`src/rtl/trapezoid_bank.sv`:
```
// trapezoid_bank: N_TERMS trapezoidal membership functions, one term evaluated at a time (restoring divider).
// Build option: define TRAPEZOID_BANK_FASTPATH_EN to let plateau/outside terms skip the 15-cycle DIV phase.
module trapezoid_bank #(
  parameter int DATA_W  = 8,
  parameter int N_TERMS = 4,
  parameter int IDX_W   = $clog2(N_TERMS)
) (
  input  logic                     clk,
  input  logic                     rst_n,
  input  logic                     cfg_we,
  input  logic [IDX_W-1:0]         cfg_idx,
  input  logic signed [DATA_W-1:0] cfg_a,
  input  logic signed [DATA_W-1:0] cfg_b,
  input  logic signed [DATA_W-1:0] cfg_c,
  input  logic signed [DATA_W-1:0] cfg_d,
  output logic                     cfg_drop,
  input  logic                     in_valid,
  output logic                     in_ready,
  input  logic signed [DATA_W-1:0] x,
  output logic                     out_valid,
  input  logic                     out_ready,
  output logic [IDX_W-1:0]         out_idx,
  output logic [15:0]              out_mu,
  output logic                     out_last
);

  typedef enum logic [1:0] {IDLE, EVAL, DIV, OUT} state_t;

  localparam logic [IDX_W-1:0] LAST_IDX = IDX_W'(N_TERMS - 1);

  function automatic logic signed [DATA_W:0] sext(input logic signed [DATA_W-1:0] v);
    return {v[DATA_W-1], v};
  endfunction

  logic signed [DATA_W-1:0] bp_a [N_TERMS];
  logic signed [DATA_W-1:0] bp_b [N_TERMS];
  logic signed [DATA_W-1:0] bp_c [N_TERMS];
  logic signed [DATA_W-1:0] bp_d [N_TERMS];

  state_t                   state;
  logic [IDX_W-1:0]         term;
  logic signed [DATA_W-1:0] x_r;
  logic [DATA_W:0]          rem_r;
  logic [DATA_W:0]          den_r;
  logic [13:0]              quo_r;
  logic [3:0]               cnt_r;
  logic                     fix_r;
  logic [15:0]              fix_mu_r;

  logic                     cfg_ok;
  logic                     cls_fix;
  logic [15:0]              cls_mu;
  logic signed [DATA_W:0]   cls_num;
  logic signed [DATA_W:0]   cls_den;
  logic [DATA_W+1:0]        rem_sh;
  logic                     quo_bit;
  logic [DATA_W:0]          rem_sub;

  assign in_ready = rst_n && (state == IDLE);
  assign cfg_ok   = (32'(cfg_idx) < 32'(N_TERMS));

  // Sample capture: data only, no reset needed
  always_ff @(posedge clk) begin
    if (in_valid && in_ready) x_r <= x;
  end

  // EVAL: classify the current term; differences are one bit wider so they cannot overflow
  always_comb begin
    cls_fix = 1'b1;
    cls_mu  = 16'h0000;
    cls_num = '0;
    cls_den = '1;
    if (x_r >= bp_b[term] && x_r <= bp_c[term]) begin
      cls_mu = 16'h7FFF;
    end else if (x_r <= bp_a[term] || x_r >= bp_d[term]) begin
      cls_mu = 16'h0000;
    end else if (x_r < bp_b[term]) begin
      cls_fix = 1'b0;
      cls_num = sext(x_r) - sext(bp_a[term]);
      cls_den = sext(bp_b[term]) - sext(bp_a[term]);
    end else begin
      cls_fix = 1'b0;
      cls_num = sext(bp_d[term]) - sext(x_r);
      cls_den = sext(bp_d[term]) - sext(bp_c[term]);
    end
  end

  // DIV: one restoring step; rem < den always, so the shifted remainder fits in DATA_W+2 bits
  assign rem_sh  = {rem_r, 1'b0};
  assign quo_bit = (rem_sh >= {1'b0, den_r});
  assign rem_sub = rem_sh[DATA_W:0] - den_r;

  always_ff @(posedge clk) begin
    if (!rst_n) begin
      state     <= IDLE;
      term      <= '0;
      rem_r     <= '0;
      den_r     <= '0;
      quo_r     <= '0;
      cnt_r     <= '0;
      fix_r     <= 1'b0;
      fix_mu_r  <= '0;
      out_valid <= 1'b0;
      out_mu    <= '0;
      out_idx   <= '0;
      out_last  <= 1'b0;
      cfg_drop  <= 1'b0;
      for (int i = 0; i < N_TERMS; i++) begin
        bp_a[i] <= '0;
        bp_b[i] <= '0;
        bp_c[i] <= '0;
        bp_d[i] <= '0;
      end
    end else begin
      cfg_drop <= 1'b0;
      if (cfg_we) begin
        if (state == IDLE && cfg_ok) begin
          bp_a[cfg_idx] <= cfg_a;
          bp_b[cfg_idx] <= cfg_b;
          bp_c[cfg_idx] <= cfg_c;
          bp_d[cfg_idx] <= cfg_d;
        end else begin
          cfg_drop <= 1'b1;
        end
      end

      case (state)
        IDLE: begin
          if (in_valid) begin
            term  <= '0;
            state <= EVAL;
          end
        end
        EVAL: begin
          fix_r    <= cls_fix;
          fix_mu_r <= cls_mu;
          rem_r    <= $unsigned(cls_num);
          den_r    <= $unsigned(cls_den);
          quo_r    <= '0;
          cnt_r    <= '0;
`ifdef TRAPEZOID_BANK_FASTPATH_EN
          if (cls_fix) begin
            out_valid <= 1'b1;
            out_mu    <= cls_mu;
            out_idx   <= term;
            out_last  <= (term == LAST_IDX);
            state     <= OUT;
          end else begin
            state <= DIV;
          end
`else
          state <= DIV;
`endif
        end
        DIV: begin
          rem_r <= quo_bit ? rem_sub : rem_sh[DATA_W:0];
          quo_r <= {quo_r[12:0], quo_bit};
          cnt_r <= cnt_r + 4'd1;
          if (cnt_r == 4'd14) begin
            out_valid <= 1'b1;
            out_mu    <= fix_r ? fix_mu_r : {1'b0, quo_r, quo_bit};
            out_idx   <= term;
            out_last  <= (term == LAST_IDX);
            state     <= OUT;
          end
        end
        OUT: begin
          if (out_ready) begin
            out_valid <= 1'b0;
            if (out_last) begin
              state <= IDLE;
            end else begin
              term  <= term + 1'b1;
              state <= EVAL;
            end
          end
        end
        default: state <= IDLE;
      endcase
    end
  end

endmodule
```
`config.mk`:
```
export PLATFORM = sky130hd
export DESIGN_NAME = trapezoid_bank
export DESIGN_NICKNAME = d
export VERILOG_FILES = /design/src/rtl/trapezoid_bank.sv
export SDC_FILE = /design/constraint.sdc
export NUM_CORES = 1
export LEC_CHECK = 0
export ABC_CLOCK_PERIOD_IN_PS = 4650
export CORE_UTILIZATION = 50
export DETAILED_ROUTE_END_ITERATION = 8
export DONT_BUFFER_PORTS = 1
export SLEW_MARGIN = 15
export SYNTH_ARGS = -nofsm -noshare
export SYNTH_HDL_FRONTEND = slang
export SYNTH_SLANG_ARGS = --single-unit
```
`constraint.sdc`:
```
create_clock -name clk -period 4.65 [get_ports clk]
set_clock_uncertainty 0.05 [all_clocks]
set_input_delay 0.465 -clock clk [delete_from_list [all_inputs] [get_ports clk]]
set_output_delay 0.465 -clock clk [all_outputs]
set_load 0.005 [all_outputs]
```
# == Word-level counts from Yosys, hierarchy flattened ==
# Memory sizes are Yosys's and may differ from the RTL's. A register that Yosys moved wholly into a read port is not among the register bits.
# Index checks and enable logic that the tools add are counted.
# op_classes
n_reduce_logical,17
n_addsub,7
magnitude_cmp,6
n_eq_ne,9
mux,52
# op_table
operator,n
two-way mux 9 bit,7
two-way mux 2 bit,18
subtractor 8 x 8 -> 9 bit,4
two-way mux 8 bit,4
OR reduction 8 bit,4
case mux 14 bit (2 select lines),1
case mux 9 bit (2 select lines),1
greater-or-equal comparator 8 bit,2
less-or-equal comparator 8 bit,2
two-way mux 16 bit,1
two-way mux 1 bit,15
two-way mux 15 bit,1
greater-or-equal comparator 10 x 9 -> 1 bit,1
subtractor 9 bit,1
< comparator 8 bit,1
!= test 2 bit (second input constant),4
case mux 2 bit (4 select lines),1
case mux 4 bit (2 select lines),1
equality test 2 bit (second input constant),3
AND reduction 3 bit,2
nonzero test 2 bit,3
adder 4 x 1 -> 4 bit (second input constant),1
equality test 4 bit (second input constant),1
case mux 2 bit (2 select lines),1
8 further kinds,11
# word_totals
in_bits,47
register_bits,86
ram_bits,128
out_inout_bits,22
n_memories,4
# mem_list
name,words,width,rd,rd_clocked_by_memory_dff,wr,line_no,text
bp_a,4,8,1,1,4,35,logic signed [DATA_W-1:0] bp_a [N_TERMS];
bp_b,4,8,1,1,4,36,logic signed [DATA_W-1:0] bp_b [N_TERMS];
bp_c,4,8,1,1,4,37,logic signed [DATA_W-1:0] bp_c [N_TERMS];
bp_d,4,8,1,1,4,38,logic signed [DATA_W-1:0] bp_d [N_TERMS];

# == Longest topological paths before layout ==
# Gate-level depths: netlist (run 1).
# depth
word_depth,7
depth_mapped,14
ltp_nobuf,12

# == Worst setup path after synthesis (run 1) ==
# Ideal clock, no wire load.
# synth_path
path_type,reg-to-reg
from,register with a tool-made name
to,register rem_r[0]
setup_slack_ns,0.720
path_stages_with_launch,12
setup_time_ns,0.070
path_buffers,3
arrival_ns,3.810
cell_sequence,dfxtp_1 > clkbuf_1 > buf_1 > mux4_2 > ha_1 > nand4_1 > o22ai_1 > or4_1 > or4_4 > buf_6 > or3b_1 > a21boi_1
# synth_lines
item,line_no,text
to (signal assigned),137,rem_r <= $unsigned(cls_num);
to (signal assigned),156,rem_r <= quo_bit ? rem_sub : rem_sh[DATA_W:0];
to (decl),43,logic [DATA_W:0] rem_r;

==> results of run 1 <==
[worst register-to-register path: cells and delay by family (launching register included)]
kind | cells | cell delay, ns
adders and majority gates | 1 | 0.25
buffers and inverters | 3 | 0.53
AOI/OAI and AO/OA | 3 | 0.89
DFF | 1 | 0.34
and+or+nand+nor | 2 | 0.61
muxes | 2 | 1.02
[cells by family after synthesis]
kind of cell | after synthesis
adders and majority gates | 70
xor gates and xnor gates | 21
buffers and inverters | 110
DFF | 200
and+or+nand+nor | 327
other | 1
muxes | 53
AOI/OAI and AO/OA | 185
[final timing paths]
kind | startpoint | to | slack [ns] | cells past startpoint
setup / recovery | flop | rem_r[0] | 0.89 | 11
hold / removal | x[0] | x_r[0] | 0.07 | 0
setup reg to reg | flop | rem_r[0] | 0.89 | 11
hold reg to reg | quo_r[13] | quo_r[13] | 0.44 | 2
[metal layers]
| metal | routed length (um) | vias to the layer above | global-route usage |
|---|---|---|---|
| li1 | - | 3451 | - |
| met3 | 1280 | 39 | 0.0555 |
| met4 | 626 | 0 | 0.0823 |
| met5 | 0 | - | 0 |
| met1 | 11300 | 3522 | 0.312 |
| met2 | 13300 | 179 | 0.423 |
[layout make-up]
type | instances | area share
timing repair buffer | 13 | 0.0104
clock buffer | 17 | 0.0360
tap | 275 | 0.0291
sequential | 200 | 0.454
inverter | 63 | 0.0200
multi-input combinational | 657 | 0.435
clock inverter | 15 | 0.0161
[sequential cells by signal, summed over array words and instances, names as in the netlist, named ones only]
register / flops
rem_r: 9
den_r: 9
out_idx: 2
fix_r: 1
x_r: 8
out_mu: 15
cfg_drop: 1
term: 2
bp_c: 32
cnt_r: 4
state: 2
bp_a: 32
bp_d: 32
quo_r: 14
bp_b: 32
out_valid: 1
out_last: 1
fix_mu_r: 1
[power by group through the flow]
stage	clock (mW)	combinational, mW	sequential, mW
after floorplan	0	1.47	2.20
after global placement	0	1.84	2.24
after detailed placement	0	1.87	2.24
after CTS	1.57	1.89	2.20
after global routing	1.64	2.09	2.22
final	1.55	1.89	2.20
[synthesized netlist by cell type, types with 7 or more instances]
master	count	area [um2]
edfxtp_1	136	4080
and2_1	134	838
ha_1	65	813
dfxtp_1	64	1280
inv_1	62	233
a21oi_1	47	235
o21ai_0	47	235
nor2_1	43	161
clkbuf_1	36	135
mux4_2	32	721
nand2_1	32	120
nor2b_1	24	150
nand2b_1	22	138
nand3_1	21	105
mux2i_1	19	190
a21boi_0	16	120
nor3_1	16	80.1
xnor2_1	15	131
o211a_1	14	140
a21o_1	10	75.1
nand4_1	9	56.3
o21a_1	7	52.6
[through the flow]
step	hold WS [ns]	util
after floorplan	0.405	-
after global placement	0.420	0.529
after detailed placement	0.431	0.529
after CTS	0.0582	0.558
after global routing	0.0491	0.558
final	0.0727	0.558
[layout by cell type, fill, tap and decap left out, types with 6 or more instances in the layout]
cell type  Yosys  final
xor2_1         6      6
inv_8          0      6
and2_1       134    134
nand2b_1      22     22
mux4_2        32     32
xnor2_1       15     15
nand3_1       21     21
nand2_1       32     32
nor2b_1       24     24
o211a_1       14     14
nor2_1        43     42
buf_4          1     11
o21ai_0       47     47
a21o_1        10     10
mux2i_1       19     19
ha_1          65     65
a21oi_1       47     47
inv_1         62     62
a21boi_0      16     16
nor3_1        16     15
dfxtp_1       64     63
o21a_1         7      7
clkbuf_16      0     17
nand4_1        9      9
edfxtp_1     136    136
==> flow_metrics.py, run 1 <==
metrics = {
    "status": {
        "outcome": "complete, no violations",
    },
    "logic_synthesis": {
        "synth_compound_area_frac": 0.114,
        "synthXorXnorAreaFrac": 0.0168,
        "ys_async_sr_fraction": 0,
        "ys_warn_count": 0,
        "netlist_instances": 967,
        "synth_simple_gate_area_frac": 0.169,
        "yosysSeqAreaShare": 0.491,
        "syn_area_um2": 10900,
        "synthAdderAreaFrac": 0.0836,
        "muxShareOfSynthArea": 0.0855,
        "syn-num-nets": 1084,
        "synth_cell_types": 66,
        "synth_flop_cell": "edfxtp_1",
        "synth-seq-cells": 200,
        "synth_top_family_by_area": "simple AND/OR/NAND/NOR gates",
        "syn_avg_cell_area_um2": 11.3,
        "synth-edff-count": 136,
    },
    "clock_tree": {
        "cts_max_path_buffers": 2,
        "worstSkewPairLatency_ns": 0.44,
        "cts_tree": "built",
        "cts_root_buffer": "clkbuf_16",
        "cts_hold_buffers": 0,
        "cts_setup_buffers": 0,
        "htree_levels": 4,
        "cts.clk_slew.worst_paths_ns": 0.08,
        "clkSinkCount": 200,
        "cts_resized": 0,
        "numCtsBuffers": 17,
    },
    "sta": {
        "finalSetupTns_ns": 0,
        "fin_crit_ns": 3.76,
        "fin_ws_ns": 0.891,
        "setup_viol": 0,
        "fmax_mhz": 266,
        "worst_slew_pin_slew_ns": 1.13,
        "hold_viol": 0,
        "rsz0062_at_grt": "no",
        "drv_slew": 0,
        "slew_headroom": 0.249,
        "fin_crit_sh": 0.808,
    },
    "global_route": {
        "track_usage": 0.248,
        "gr-total-overflow": 0,
        "grt_pass1_vias": 7244,
        "antenna_found_initial": 0,
        "grt_max_degree": 70,
        "grt_pass1_wl_mm": 41.3,
    },
    "route": {
        "viasPerCell": 5.80,
        "drt-total-wl_mm": 26.5,
        "routedWlPerCell_um": 21.4,
        "drt_iter0_markers": 481,
        "via_count": 7191,
        "drtPass1Iterations": 5,
        "drc": 0,
        "ant_nets": 0,
    },
    "worst_setup_path": {
        "cp_slowest_cell": "mux4_2",
        "cp_cell_sequence": "buf_12, mux4_2, inv_1, ha_1, inv_1, a2111o_1, and2b_2, a221oi_4, mux2_2, or3b_1, a21boi_1",
        "critPathMaxStageDelay_ns": 0.59,
        "critPathTopFamily": "multiplexers",
        "critPathBufInv": 3,
        "worst_setup_path_end_kind": "flop",
        "crit_top_cell": "inv_1",
        "crit_arrival_ns": 4.08,
        "path_max_fanout": 32,
        "cp.required_ns": 4.97,
        "path_class": "reg2reg",
        "crit_path_start_kind": "flop",
    },
    "power": {
        "ir_worst_vdd_uv": 233,
        "power.density_nw_per_um2": 477,
        "p_comb_frac": 0.335,
        "internal-power_mw": 3.63,
        "power.total_mw": 5.64,
        "clockPowerShare": 0.275,
        "p_sw_frac": 0.357,
        "power_frac_seq": 0.391,
        "p_sw_mw": 2.02,
        "power.leakage_nw": 4.65,
    },
    "floorplan": {
        "initial_core_util": 0.515,
        "fp-row-count": 53,
        "die-area_um2": 22400,
        "die_x_um": 150,
        "pin_count": 69,
        "fp.dieH_um": 150,
        "core_um2": 21200,
    },
    "cells_and_area": {
        "nets": 1069,
        "drive_gt1_frac": 0.104,
        "fin_cells": 1240,
        "area_growth_pct": 8.35,
        "nFillCells": 1763,
        "multi_input_area_um2": 5150,
        "seq_area_um2": 5370,
        "diodes": 0,
        "final_area_um2": 11800,
    },
    "placed_design": {
        "place_area_um2": 11200,
        "place_ws_ns": 0.903,
        "dp.cells": 1208,
        "portBuffers": 0,
        "dp_hpwl_mm": 18.7,
        "gp_congestion": 0.963,
    },
    "min_path": {
        "hp-class": "in2reg",
    },
    "job": {
        "drv_cap": 0,
    },
}
Note: power is estimated with default switching activity, not from simulation.
==> inputs of run 2 (changes only) <==
--- a/config.mk
+++ b/config.mk
@@ -5,7 +5,7 @@
 export SDC_FILE = /design/constraint.sdc
 export NUM_CORES = 1
 export LEC_CHECK = 0
-export ABC_CLOCK_PERIOD_IN_PS = 4650
+export ABC_CLOCK_PERIOD_IN_PS = 3700
 export CORE_UTILIZATION = 50
 export DETAILED_ROUTE_END_ITERATION = 8
 export DONT_BUFFER_PORTS = 1
==> constraint.sdc (replaced) <==
create_clock -name clk -period 3.7 [get_ports clk]
set_clock_uncertainty 0.05 [all_clocks]
set_input_delay 0.37 -clock clk [delete_from_list [all_inputs] [get_ports clk]]
set_output_delay 0.37 -clock clk [all_outputs]
set_load 0.005 [all_outputs]
==> flow_metrics.py, run 2 (same netlist as run 1, synthesis figures left out) <==
metrics = {
    "floorplan": {
        "die-area_um2": 22400,
        "fp-row-count": 53,
        "pin_count": 69,
        "fp.dieH_um": 150,
        "initial_core_util": 0.515,
        "core_um2": 21200,
        "die_x_um": 150,
    },
    "placed_design": {
        "dp_hpwl_mm": 18.8,
        "portBuffers": 0,
        "gp_congestion": 0.917,
        "dp.cells": 1233,
    },
    "global_route": {
        "met1_usage": 0.316,
        "grt_pass1_vias": 7312,
        "grt_pass1_wl_mm": 40.9,
        "grt_max_degree": 57,
        "use_met3": 0.0436,
        "gr-total-overflow": 0,
        "met2_usage": 0.425,
        "track_usage": 0.247,
        "top_usage_layer": "met2",
        "antenna_found_initial": 0,
    },
    "cells_and_area": {
        "nFillCells": 1774,
        "multi_input_area_um2": 5170,
        "fin_cells": 1277,
        "layout_commonest_cell": "edfxtp_1",
        "mostFrequentLayoutCells": "136 x edfxtp_1, 134 x and2_1, 64 x ha_1",
        "drive_gt1_frac": 0.130,
        "area_growth_pct": 12.2,
        "seq_area_um2": 5370,
        "nets": 1106,
        "diodes": 0,
    },
    "worst_setup_path": {
        "worst_setup_path_end_kind": "flop",
        "crit_path_start_kind": "flop",
        "crit_arrival_ns": 3.86,
        "path_class": "reg2reg",
        "cp.required_ns": 4.02,
        "path_max_fanout": 10,
    },
    "clock_tree": {
        "worstSkewPairLatency_ns": 0.45,
        "cts.clk_slew.worst_paths_ns": 0.09,
        "cts_setup_buffers": 0,
        "cts_max_path_buffers": 2,
        "clkSinkCount": 200,
        "htree_levels": 4,
        "numCtsBuffers": 17,
        "cts_root_buffer": "clkbuf_16",
        "cts_tree": "built",
    },
    "sta": {
        "fmax_mhz": 283,
        "finalSetupTns_ns": 0,
        "fin_crit_sh": 0.956,
        "rsz0062_at_grt": "no",
        "slew_headroom": 0.362,
        "drv_slew": 0,
        "setup_viol": 0,
        "worst_slew_pin_slew_ns": 0.957,
        "hold_viol": 0,
        "fin_crit_ns": 3.54,
    },
    "route": {
        "drt-total-wl_mm": 26.2,
        "via_count": 7223,
        "drt_iter0_markers": 421,
        "drc": 0,
        "drtPass1Iterations": 5,
        "viasPerCell": 5.66,
        "routedWlPerCell_um": 20.5,
        "ant_nets": 0,
    },
    "status": {
        "outcome": "complete, no violations",
    },
    "power": {
        "ir_worst_vdd_uv": 302,
        "power.density_nw_per_um2": 596,
        "power.leakage_nw": 4.85,
    },
    "job": {
        "drv_cap": 0,
    },
    "min_path": {
        "hp-class": "in2reg",
    },
}
==> run 2: changes by cell type in the layout (fill, tap and decap cells not counted), moves of 2 or more <==
cell           change
inv_12             +2
buf_4             +22
buf_12             +3
dlygate4sd3_1     +12
inv_6              +2
clkinv_8           +2
inv_8              -5
==> run 2: metal layers <==
layer  vias to the layer above  share of wire  wire length [um]
met1                      3549           0.45             11700
met3                        29          0.035               910
met2                       124           0.50             13100
met5                         -              0                 0
met4                         0          0.019               497
li1                       3521              -                 -
==> run 2: area by class of cell <==
cell class,count,area share
Sequential cell,200,0.438
Clock buffer,17,0.0347
Clock inverter,15,0.0191
Tap cell,275,0.0281
Timing Repair Buffer,50,0.0382
Multi-Input combinational cell,657,0.422
Inverter,63,0.0193
==> run 2: power breakdown <==
group          switching (mW)  internal (mW)
logic                    1.41           1.08
clock network            1.03           1.02
registers               0.121           2.64
total                    2.56           4.74
==> run 2: worst max-delay path, cell delays in order (launching register included) <==
cell	delay, ns
dfxtp_4	0.41
buf_12	0.17
mux4_2	0.51
inv_1	0.12
ha_1	0.25
nand4_1	0.16
o22ai_1	0.12
or4_1	0.56
or4_4	0.63
or3b_1	0.38
a21boi_1	0.14
==> run 2: through the flow <==
step	instance area, um2	worst slack (ns)	power [mW]	utilization	hold WS [ns]
global route	12200	0.00309	7.71	0.577	0.00888
detailed placement	11400	0.0328	5.28	0.539	0.419
floorplan	10900	0.0461	4.61	-	0.405
finish	12200	0.161	7.30	0.577	0.0173
global placement	11400	0.138	5.23	0.539	0.415
CTS	12200	0.0155	7.34	0.576	0.000748
==> run 2: worst paths after layout <==
kind,start,endpoint,slack [ns],depth (start not counted)
worst max register to register,flop,rem_r[0],0.16,10
worst max-delay path,flop,rem_r[0],0.16,10
worst min-delay path,rst_n,out_idx[0],0.02,1
worst min register to register,quo_r[13],quo_r[13],0.44,2
==> run 2: repair_timing <==
item                       4_1_cts  5_1_grt
resized for setup                0        5
hold buffers                    12        0
setup endpoints to repair        0       16
hold endpoints to repair        23        0
==> edit: new RTL, config.mk and constraints of run 1 <==
Change the parameter `DATA_W` from 8 to 9.
--- a/src/rtl/trapezoid_bank.sv
+++ b/src/rtl/trapezoid_bank.sv
@@ -3,3 +3,3 @@
 module trapezoid_bank #(
-  parameter int DATA_W  = 8,
+  parameter int DATA_W  = 9,
   parameter int N_TERMS = 4,
Ports: changed (5 resized); port bits go from 69 to 74. No check against the original RTL was run, so the function may have changed too.
==> edit against run 1 <==
Total power up 13%. Sequential cell count up 19. Wire length up 6.3%. Die area up 9.3%. Maximum frequency up 1.6%. Setup slack better by 0.060 ns. Cell area up 11%. Area after synthesis up 9.4%. Critical path type unchanged. Largest power group unchanged.
==> edit: results <==
{
  "post_synthesis_cell_type_count": 70,
  "final_layout_size_suffix_gt1_frac": 0.101,
  "adder_cell_fraction_of_synth_area": 0.0838,
  "netlist_instances": 1084,
  "routed_wl_um": 28200,
  "synth-edff-count": 153,
  "dpl_cell_area_sq_um": 12300,
  "ctsHtreeMaxLevel": 1,
  "slowest_delay_ns": 0.57,
  "outcome": "finished clean",
  "globalplace.congestion": 0.889,
  "tightest_slew_ns": 1.09,
  "clkPwrFrac": 0.285,
  "final.period_utilization": 0.796,
  "finalNonFillerCells": 1422,
  "timing.critical_path.fanout_max": 20,
  "data_arrival_time_of_the_worst_path_ns": 4.05,
  "ir_worst_vdd_v": 0.000309,
  "drt-initial-drc-count": 525,
  "synth_xor_area_frac": 0.0139,
  "hpwl_um": 19600,
  "synth_top_cells_by_count": "edfxtp_1, and2_1, a21oi_1, ha_1, dfxtp_1",
  "grt_start_max_net_pins": 39,
  "final_nets": 1213,
  "cts.reportedPaths.clkPinSlew_ns": 0.06,
  "place_worst_setup_slack_ns": 0.982,
  "routed_vias_inst": 5.61,
  "reg2reg_setup_slack_ns": 0.95,
  "gr-usage-all-layers": 0.240,
  "ys_top_cells_by_area": "edfxtp_1, dfxtp_1, and2_1, ha_1, mux4_2",
  "power.static_leakage_nw": 4.89,
  "hold-worst-slack_ns": 0.0296
}
==> edit: changes by cell type after synthesis, moves of 14 or more <==
cell      change
nand2_1      +32
a21oi_1      +25
nor2_1       +19
edfxtp_1     +17
mux2i_1      -15
a21boi_0     -14
and2_1       +14
nand3_1      +14
==> edit: kinds of logic after synthesis <==
group,Yosys count
AOI/OAI and AO/OA,212
xor gates and xnor gates,19
adders and majority gates,77
buffers and inverters,112
DFF,219
muxes,47
other,1
and+or+nand+nor,397
==> edit: cell type report <==
type                    count  area [sq um]
well taps                 319           399
clock inverters            12          65.1
repair buffers             24           233
inverters                  61           229
fillers                  2021         10300
multi-input cells         753          5630
flip-flops and latches    219          5920
clock buffers              34           699
==> edit: final timing paths <==
check                         start  cells past startpoint                     end
max                        register                     12   rem_r[3]$_SDFFE_PN0P_
min                           rst_n                      2   state[0]$_SDFFE_PN0P_
max reg2reg                register                     12   rem_r[3]$_SDFFE_PN0P_
min reg2reg  quo_r[13]$_SDFFE_PN0P_                      2  quo_r[13]$_SDFFE_PN0P_
==> edit: power by group through the flow <==
stage / logic (mW) / clock network [mW] / registers (mW)
global placement: 2.12 / 0 / 2.47
floorplan: 1.63 / 0 / 2.42
finish: 2.15 / 1.83 / 2.42
global route: 2.40 / 1.94 / 2.45
detailed placement: 2.12 / 0 / 2.47
CTS: 2.14 / 1.86 / 2.43
==> edit: timing repair <==
| item | in CTS | in global routing |
|---|---|---|
| hold buffers | 11 | 0 |
| endpoints found under the hold margin | 10 | 0 |
| gates resized for setup | 0 | 0 |
==> edit: per-layer routing <==
metal,track usage,share of wire
met5,0,0
met4,0.0579,0.023
met3,0.0410,0.047
met2,0.397,0.47
met1,0.328,0.46
